==> config.mk <==
export PLATFORM = sky130hd
export DESIGN_NAME = boot_run_sequencer
export DESIGN_NICKNAME = d
export VERILOG_FILES = /design/src/rtl/boot_run_sequencer.sv
export SDC_FILE = /design/constraint.sdc
export NUM_CORES = 1
export LEC_CHECK = 0
export CAP_MARGIN = 30
export CORE_UTILIZATION = 55
export DETAILED_ROUTE_END_ITERATION = 8
export GPL_ROUTABILITY_DRIVEN = 0
export PLACE_DENSITY = 0.78
export SLEW_MARGIN = 40
export SYNTH_ARGS = -nofsm -noshare
export SYNTH_HDL_FRONTEND = slang
export SYNTH_SLANG_ARGS = --single-unit
==> constraint.sdc <==
create_clock -name clk -period 11 [get_ports clk]
set_input_delay 1.65 -clock clk [delete_from_list [all_inputs] [get_ports clk]]
set_output_delay 1.65 -clock clk [all_outputs]
set_load 0.005 [all_outputs]
==> src/rtl/boot_run_sequencer.sv <==
// Host-side boot/run sequencer for the single-cycle RV32I core: preloads data
// memory from a small table, releases the core, snoops trace/done stores.
module boot_run_sequencer #(
    parameter int          DEPTH      = 8,
    parameter logic [31:0] TRACE_ADDR = 32'h0200_0008,
    parameter logic [31:0] DONE_ADDR  = 32'h0200_000C,
    parameter int          TIMEOUT    = 20000,
    parameter int          CNT_W      = 16
) (
    input  logic             clk,
    input  logic             reset,
    input  logic             tbl_we,
    input  logic [31:0]      tbl_adr,
    input  logic [31:0]      tbl_data,
    input  logic             tbl_clr,
    input  logic             start,
    input  logic             MemWrite,
    input  logic [31:0]      DataAdr,
    input  logic [31:0]      WriteData,
    output logic             cpu_reset,
    output logic             Ext_MemWrite,
    output logic [31:0]      Ext_WriteData,
    output logic [31:0]      Ext_DataAdr,
    output logic             busy,
    output logic             done,
    output logic             timeout,
    output logic             tbl_full,
    output logic             trace_valid,
    output logic [31:0]      trace_data,
    output logic [7:0]       trace_count,
    output logic [CNT_W-1:0] cycle_count
);

    localparam int IW = (DEPTH > 1) ? $clog2(DEPTH) : 1;
    localparam int CW = IW + 1;

    typedef enum logic [2:0] {
        S_IDLE,
        S_LOAD,
        S_GAP,
        S_RUN,
        S_DONE,
        S_TOUT
    } state_t;

    state_t            r_state;
    state_t            w_next;
    logic [CW-1:0]     r_idx;
    logic [CW-1:0]     w_idx_next;
    logic [CW-1:0]     r_count;
    logic [31:0]       r_tbl_adr  [DEPTH];
    logic [31:0]       r_tbl_data [DEPTH];
    logic              r_ext_we;
    logic [31:0]       r_ext_adr;
    logic [31:0]       r_ext_data;
    logic              r_done;
    logic              r_timeout;
    logic              r_trace_valid;
    logic [31:0]       r_trace_data;
    logic [7:0]        r_trace_count;
    logic [CNT_W-1:0]  r_cycle;

    logic w_idle_like;
    logic w_full;
    logic w_start;
    logic w_run;
    logic w_done_st;
    logic w_trace_st;
    logic w_tout;
    logic w_tbl_wr;

    assign w_idle_like = (r_state == S_IDLE) || (r_state == S_DONE) ||
                         (r_state == S_TOUT);
    assign w_full     = (r_count == CW'(DEPTH));
    assign w_start    = w_idle_like && start;
    assign w_run      = (r_state == S_RUN);
    assign w_done_st  = w_run && MemWrite && (DataAdr == DONE_ADDR) &&
                        (WriteData == 32'd1);
    assign w_trace_st = w_run && MemWrite && (DataAdr == TRACE_ADDR);
    assign w_tout     = w_run && !w_done_st &&
                        (r_cycle == CNT_W'(TIMEOUT - 1));
    assign w_tbl_wr   = w_idle_like && tbl_we && !tbl_clr && !w_full;

    always_comb begin
        w_next     = r_state;
        w_idx_next = r_idx;
        case (r_state)
            S_IDLE, S_DONE, S_TOUT: begin
                if (start) begin
                    w_idx_next = '0;
                    w_next     = (r_count != '0) ? S_LOAD : S_RUN;
                end
            end
            S_LOAD: w_next = S_GAP;
            S_GAP: begin
                w_idx_next = r_idx + CW'(1);
                w_next     = (w_idx_next < r_count) ? S_LOAD : S_RUN;
            end
            S_RUN: begin
                if (w_done_st) begin
                    w_next = S_DONE;
                end else if (w_tout) begin
                    w_next = S_TOUT;
                end
            end
            default: w_next = S_IDLE;
        endcase
    end

    always_ff @(posedge clk or posedge reset) begin
        if (reset) begin
            r_state       <= S_IDLE;
            r_idx         <= '0;
            r_count       <= '0;
            r_ext_we      <= 1'b0;
            r_ext_adr     <= '0;
            r_ext_data    <= '0;
            r_done        <= 1'b0;
            r_timeout     <= 1'b0;
            r_trace_valid <= 1'b0;
            r_trace_data  <= '0;
            r_trace_count <= '0;
            r_cycle       <= '0;
        end else begin
            r_state <= w_next;
            r_idx   <= w_idx_next;

            // Ext_* are registered from the next state so they line up with LOAD.
            if (w_next == S_LOAD) begin
                r_ext_we   <= 1'b1;
                r_ext_adr  <= r_tbl_adr[w_idx_next[IW-1:0]];
                r_ext_data <= r_tbl_data[w_idx_next[IW-1:0]];
            end else begin
                r_ext_we   <= 1'b0;
                r_ext_adr  <= '0;
                r_ext_data <= '0;
            end

            if (w_idle_like && tbl_clr) begin
                r_count <= '0;
            end else if (w_tbl_wr) begin
                r_count <= r_count + CW'(1);
            end

            if (w_start) begin
                r_done <= 1'b0;
            end else if (w_done_st) begin
                r_done <= 1'b1;
            end

            if (w_start) begin
                r_timeout <= 1'b0;
            end else if (w_tout) begin
                r_timeout <= 1'b1;
            end

            r_trace_valid <= w_trace_st;
            if (w_trace_st) begin
                r_trace_data <= WriteData;
            end

            if (w_start) begin
                r_trace_count <= '0;
            end else if (w_trace_st && r_trace_count != 8'hFF) begin
                r_trace_count <= r_trace_count + 8'd1;
            end

            // Frozen on the exit cycle so it reads the index of the last RUN cycle.
            if (w_start) begin
                r_cycle <= '0;
            end else if (w_run && w_next == S_RUN) begin
                r_cycle <= r_cycle + CNT_W'(1);
            end
        end
    end

    always_ff @(posedge clk) begin
        if (w_tbl_wr) begin
            r_tbl_adr[r_count[IW-1:0]]  <= tbl_adr;
            r_tbl_data[r_count[IW-1:0]] <= tbl_data;
        end
    end

    assign cpu_reset     = (r_state != S_RUN);
    assign busy          = (r_state == S_LOAD) || (r_state == S_GAP) || w_run;
    assign tbl_full      = w_full;
    assign Ext_MemWrite  = r_ext_we;
    assign Ext_DataAdr   = r_ext_adr;
    assign Ext_WriteData = r_ext_data;
    assign done          = r_done;
    assign timeout       = r_timeout;
    assign trace_valid   = r_trace_valid;
    assign trace_data    = r_trace_data;
    assign trace_count   = r_trace_count;
    assign cycle_count   = r_cycle;

endmodule

### After elaboration in Yosys (flattened, before gate mapping)

Memories as Yosys holds them, arrays and structs flattened.
Cells that the tools add are included.

* add/subtract/negate cells: 4
* magnitude comparators: 1
* equality and inequality tests: 15
* multiplexer cells: 23
* reductions and logical operators: 30

Operator list (count)
* == test 32 x 26 -> 1 bit, second input constant: 2
* two-way mux 32 bit: 2
* == test 32 x 1 -> 1 bit, second input constant: 1
* two-way mux 16 bit: 2
* adder 16 x 1 -> 16 bit, second input constant: 1
* == test 16 x 15 -> 1 bit, second input constant: 1
* two-way mux 8 bit: 2
* logical AND 1 bit: 13
* two-way mux 4 bit: 3
* one-hot mux 3 bit (4 select lines): 1
* nonzero test 2 bit: 6
* == test 3 x 2 -> 1 bit, second input constant: 3
* two-way mux 3 bit: 3
* adder 4 x 1 -> 4 bit, second input constant: 2
* adder 8 x 1 -> 8 bit, second input constant: 1
* != test 8 bit, second input constant: 1
* one-hot mux 4 bit (2 select lines): 1
* two-way mux 1 bit: 7
* == test 3 x 1 -> 1 bit, second input constant: 2
* == test 3 bit, second input constant: 2
* == test 4 bit, second input constant: 1
* logical OR 1 bit: 4
* less-than comparator 4 bit: 1
* two-way mux 2 bit: 2
* other kinds (7): 9

* register bits: 135
* bits in writable memories: 512
* output and inout port bits: 127
* logic and storage cells: 88
* memories: 2

Memories
* r_tbl_adr: words 8, width 32, read ports 1, clocked after memory_dff 0, wr ports 1, RTL line 51 `logic [31:0] r_tbl_adr [DEPTH];`
* r_tbl_data: words 8, width 32, read ports 1, clocked after memory_dff 0, wr ports 1, RTL line 52 `logic [31:0] r_tbl_data [DEPTH];`

### Depth between registers and ports, before layout

* word-level depth: 14
* mapped depth: 9
* depth with buffers taken out: 8

### Worst setup path before layout

No wires, ideal clock.

* kind: input to register
* from: in tbl_clr
* to: mem r_tbl_adr[0][0], enable pin
* setup time: 0.565 ns
* data arrival time: 6.757 ns
* required time: 10.435 ns
* setup slack: 3.678 ns
* stages on the path: 4
* path buffers: 0
* cell sequence: nand2b_1 nor4_2 nand2_1 nor3_1

* cells in the longest elaborated chain, start to end: 5

Ends and longest elaborated chain
* start, declared: RTL line 15 `input logic tbl_clr,`
* zero test 1 bit: RTL line 82 `assign w_tbl_wr = w_idle_like && tbl_we && !tbl_clr && !w_full;`
* logical AND 1 bit (2 in a row): RTL line 82
* two-way mux 1 bit: RTL line 178 `if (w_tbl_wr) begin`
* two-way mux 1 bit (implied by the code): RTL line 179 `r_tbl_adr[r_count[IW-1:0]] <= tbl_adr;`
* end, declared: RTL line 51

No other way between the ends.

### Final worst setup path

* from: in WriteData[13]
* to: reg r_ext_data[4] (netlist: Ext_WriteData[4])

* cells in the longest elaborated chain, start to end: 10

Ends and longest elaborated chain
* start, declared: RTL line 19 `input logic [31:0] WriteData,`
* == test 32 x 1 -> 1 bit *: RTL line 78 `(WriteData == 32'd1);`
* logical AND 1 bit *: RTL line 77 `assign w_done_st = w_run && MemWrite && (DataAdr == DONE_ADDR) &&`
* zero test 1 bit: RTL line 80 `assign w_tout = w_run && !w_done_st &&`
* logical AND 1 bit (2 in a row): RTL line 80
* two-way mux 3 bit: RTL line 102 `end else if (w_tout) begin`
* two-way mux 3 bit *: RTL line 100 `if (w_done_st) begin`
* one-hot mux 3 bit (4 select lines) *: RTL line 87 `case (r_state)`
* == test 3 x 1 -> 1 bit *: RTL line 129 `if (w_next == S_LOAD) begin`
* two-way mux 32 bit *: RTL line 129
* end signal, assigned: RTL line 132 `r_ext_data <= r_tbl_data[w_idx_next[IW-1:0]];`
* end, declared: RTL line 55 `logic [31:0] r_ext_data;`

Mark *: on every way between the ends. The rest lies on a longest branch, timed or not.
A chain may end at the register's enable or synchronous reset.

==> run metrics <==
Area Overhead vs Synth=22.2%; fmax=~220 MHz; layout cells sized above 1=a little under a quarter; share of the yosys chip area belonging to registers=74.9%; synthesized cell area=0.0250 mm2; endpoints failing hold=0; worst clock skew=about 15 ps; vias per cell=between 5 and 6; post-CTS setup buffer count=0; CP Launch Point=WriteData[13]; Yosys warning total=0; Mapped Cells=around 1200; number of nets in the final layout=about 1600; die footprint=about 0.046 mm2; capture point of the worst reg-to-reg path=Ext_WriteData[4]; most common cell in the synthesized netlist=sky130_fd_sc_hd__edfxtp_1; Die Span Y=215 um; Hold WC Path Type=reg -> reg; Crit path required time=about 11000 ps; WP data arrival=5090 ps; leading cell types by count after synthesis=512 x sky130_fd_sc_hd__edfxtp_1, 135 x sky130_fd_sc_hd__dfrtp_1, 128 x sky130_fd_sc_hd__mux4_2; total global routing overflow=0; critical hold path startpoint=timeout; Crit Reg-Reg Startpoint=cycle_count[13]; Synth Area per Inst=~21 um2; most frequently used flop master after synthesis=sky130_fd_sc_hd__edfxtp_1; first-pass GRT wire length=slightly above 80000 um; Avg WL per Cell=between 20 and 25 um; placeable core region=around 0.045 mm2; number of gates given a new drive strength after cts=0; worst slew margin relative to its limit=about 45%; starting density of the core=a little under three fifths; vias in the first global route=about 14000; endpoint of the worst hold-timing path=timeout; HPWL after detailed placement=approximately 29000 um; number of CTS-inserted buffers=between 60 and 70; maximum VDD drop=~0.00016 V; capturing element type of the critical path=register; Slew Viols, Final=0; crit path time final=between 4000 and 5000 ps; Max-Cap Viols=0; Max FO, Critical Path=slightly above 50; root cell of the clock tree=sky130_fd_sc_hd__clkbuf_16; fraction of synthesized cell area taken by the top area cell type=approximately three fifths; count of state elements after synthesis=between 600 and 700; number of clock sinks=647; clock buffer depth=3; standard-cell rows=77; net count after synthesis=approximately 1400; cell depth of the worst min-delay path=2; antenna violation net count after detailed routing=0; count of TritonRoute iterations in the first routing pass=5; Static Leak=~11 nW; Clock Pin Slew Worst Setup and Hold Paths=~60 ps; number of buffers inserted by hold repair at cts=0; Routed Wire Length=53000 um; kind of critical path=in -> reg; Startpoint Class=input pin; register-to-register path setup slack=around 7500 ps; Setup violations, final=0; power density over cell area=162 mW/mm2; CTS tree=yes; RSZ-0062 raised after global routing=false; total via count in the routed design=about 13000; die width=215 um; antenna violations before repair=6; portion of the clock cycle consumed by the worst path in the final layout=between 40% and 50%; EDFF count, synth=~510; count of cells along the worst register-to-register path=6; fraction of registers with async set or reset after synthesis=roughly a fifth; number of design rule violations left after detail routing=0; total routing usage reported by global routing=a little under a quarter; input/output buffers=260; leading post-synthesis cells by cell area=sky130_fd_sc_hd__edfxtp_1 61%, sky130_fd_sc_hd__dfrtp_1 13%, sky130_fd_sc_hd__mux4_2 12%, sky130_fd_sc_hd__mux2i_1 2.8%, sky130_fd_sc_hd__nor3_2 2.1%; Total Neg Setup Slack=0 ps; count of distinct cell types in the synthesized netlist=57; Core Util, Final=68.7%; library cell occupying the most area in the post-synthesis netlist=sky130_fd_sc_hd__edfxtp_1; status=finished clean; violation count after the first detailed-route iteration=1047; number of H-tree levels=3; total instance count after detailed placement=2028; Worst-Margin Slew=between 800 and 900 ps; top-level port count=about 260; largest net degree at the start of global routing=130; latest clock arrival within the worst-skew pair=between 500 and 600 ps; non-filler instance count after layout=2148
stage by stage:
step,setup WS (ps),hold slack (ps),instance area [um2],power (mW)
final,6380,489,30600,4.96
after global routing,6220,523,30600,5.10
after CTS,5950,497,30600,5.00
after detailed placement,5480,484,28400,2.78
after global placement,4990,481,28300,2.78
after floorplan,3680,486,25000,2.70
where the power goes:
part	switching, mW	total, mW	internal [mW]
Combinational	0.0442	0.0885	0.0443
Sequential	0.000336	2.64	2.64
Clock	0.888	2.23	1.34
Total	0.933	4.96	4.02
layout by cell type (no fill, tap or decap), types with 3 or more instances in the layout:
master                            netlist  final
sky130_fd_sc_hd__inv_1                 12     11
sky130_fd_sc_hd__and2_1                 3      3
sky130_fd_sc_hd__buf_6                  7      9
sky130_fd_sc_hd__o21ai_0                5      5
sky130_fd_sc_hd__or3_1                  3      3
sky130_fd_sc_hd__clkbuf_1               4     14
sky130_fd_sc_hd__xor2_1                 3      3
sky130_fd_sc_hd__mux2i_1               69     69
sky130_fd_sc_hd__nand4_1                4      4
sky130_fd_sc_hd__o211ai_1               8      8
sky130_fd_sc_hd__or4_1                  9      9
sky130_fd_sc_hd__nor3_1                20     18
sky130_fd_sc_hd__nand2_1               29     28
sky130_fd_sc_hd__nand2b_1               4      4
sky130_fd_sc_hd__nor4_1                 8      8
sky130_fd_sc_hd__clkinv_1               0     10
sky130_fd_sc_hd__o31ai_1                6      6
sky130_fd_sc_hd__nor2_4                 0      6
sky130_fd_sc_hd__mux4_2               128    128
sky130_fd_sc_hd__nor2_1                31     25
sky130_fd_sc_hd__clkbuf_8               0     14
sky130_fd_sc_hd__ha_1                   8      8
sky130_fd_sc_hd__and3b_1                3      3
sky130_fd_sc_hd__buf_4                 14      5
sky130_fd_sc_hd__xnor2_1                8      8
sky130_fd_sc_hd__nor4_2                 5      5
sky130_fd_sc_hd__bufinv_16              0      5
sky130_fd_sc_hd__and3_1                 4      4
sky130_fd_sc_hd__nand3_1               12     12
sky130_fd_sc_hd__clkdlybuf4s50_1        0    260
sky130_fd_sc_hd__dfrtp_1              135    135
sky130_fd_sc_hd__edfxtp_1             512    512
sky130_fd_sc_hd__mux2_2                32     32
sky130_fd_sc_hd__a21oi_1               12     12
sky130_fd_sc_hd__clkbuf_16              0     68
sky130_fd_sc_hd__nor3_2                53     54
sky130_fd_sc_hd__clkinv_2               0      7
flip-flops by register name (all words and copies together), names as in the netlist:
signal         flops
r_tbl_adr        256
Ext_DataAdr       32
trace_count        8
Ext_WriteData     32
r_idx              4
r_count            4
trace_data        32
r_state            3
trace_valid        1
timeout            1
r_tbl_data       256
Ext_MemWrite       1
cycle_count       16
done               1
kinds of logic after synthesis:
kind of cell | count (synthesis) | synth area share, %
and+or+nand+nor | 203 | 5.66
muxes | 229 | 15.7
xor gates and xnor gates | 11 | 0.385
DFF | 647 | 74.9
adders and majority gates | 8 | 0.400
AOI/OAI and AO/OA | 45 | 1.23
buffers and inverters | 73 | 1.68
layout make-up:
| class | count | area (um2) |
|---|---|---|
| clock buffer | 95 | 1930 |
| clock inverter | 24 | 248 |
| antenna | 1 | 2.50 |
| inverter | 12 | 52.6 |
| tap | 592 | 741 |
| multi-input combinational | 496 | 5970 |
| timing repair buffer | 281 | 2880 |
| sequential | 647 | 18800 |
| fill | 2818 | 13900 |
worst max-delay path by stage:
stage / end / slack, ps
floorplan: r_tbl_adr[0][0] / 3680
global placement: Ext_WriteData[10] / 4990
detailed placement: Ext_WriteData[0] / 5480
CTS: Ext_WriteData[4] / 5950
global route: Ext_WriteData[4] / 6220
finish: Ext_WriteData[4] / 6380
metal layers:
metal	vias up	share of wire, %	global-route usage, %	wire length (um)
li1	5503	-	-	-
met1	6708	41	31.5	21600
met2	464	50	38.9	26600
met3	87	6.8	4.97	3600
met4	10	2.0	7.38	1060
met5	-	0.14	0	72
worst max-delay path, cell delays in order:
cell and delay, ps:
sky130_fd_sc_hd__clkdlybuf4s50_1 440, sky130_fd_sc_hd__nor4_1 420, sky130_fd_sc_hd__nand4_1 200, sky130_fd_sc_hd__nor4_2 400
sky130_fd_sc_hd__a211o_2 520, sky130_fd_sc_hd__nand4_1 570, sky130_fd_sc_hd__buf_6 500, sky130_fd_sc_hd__nor3_1 330
Power figures use the tool's default switching activity.
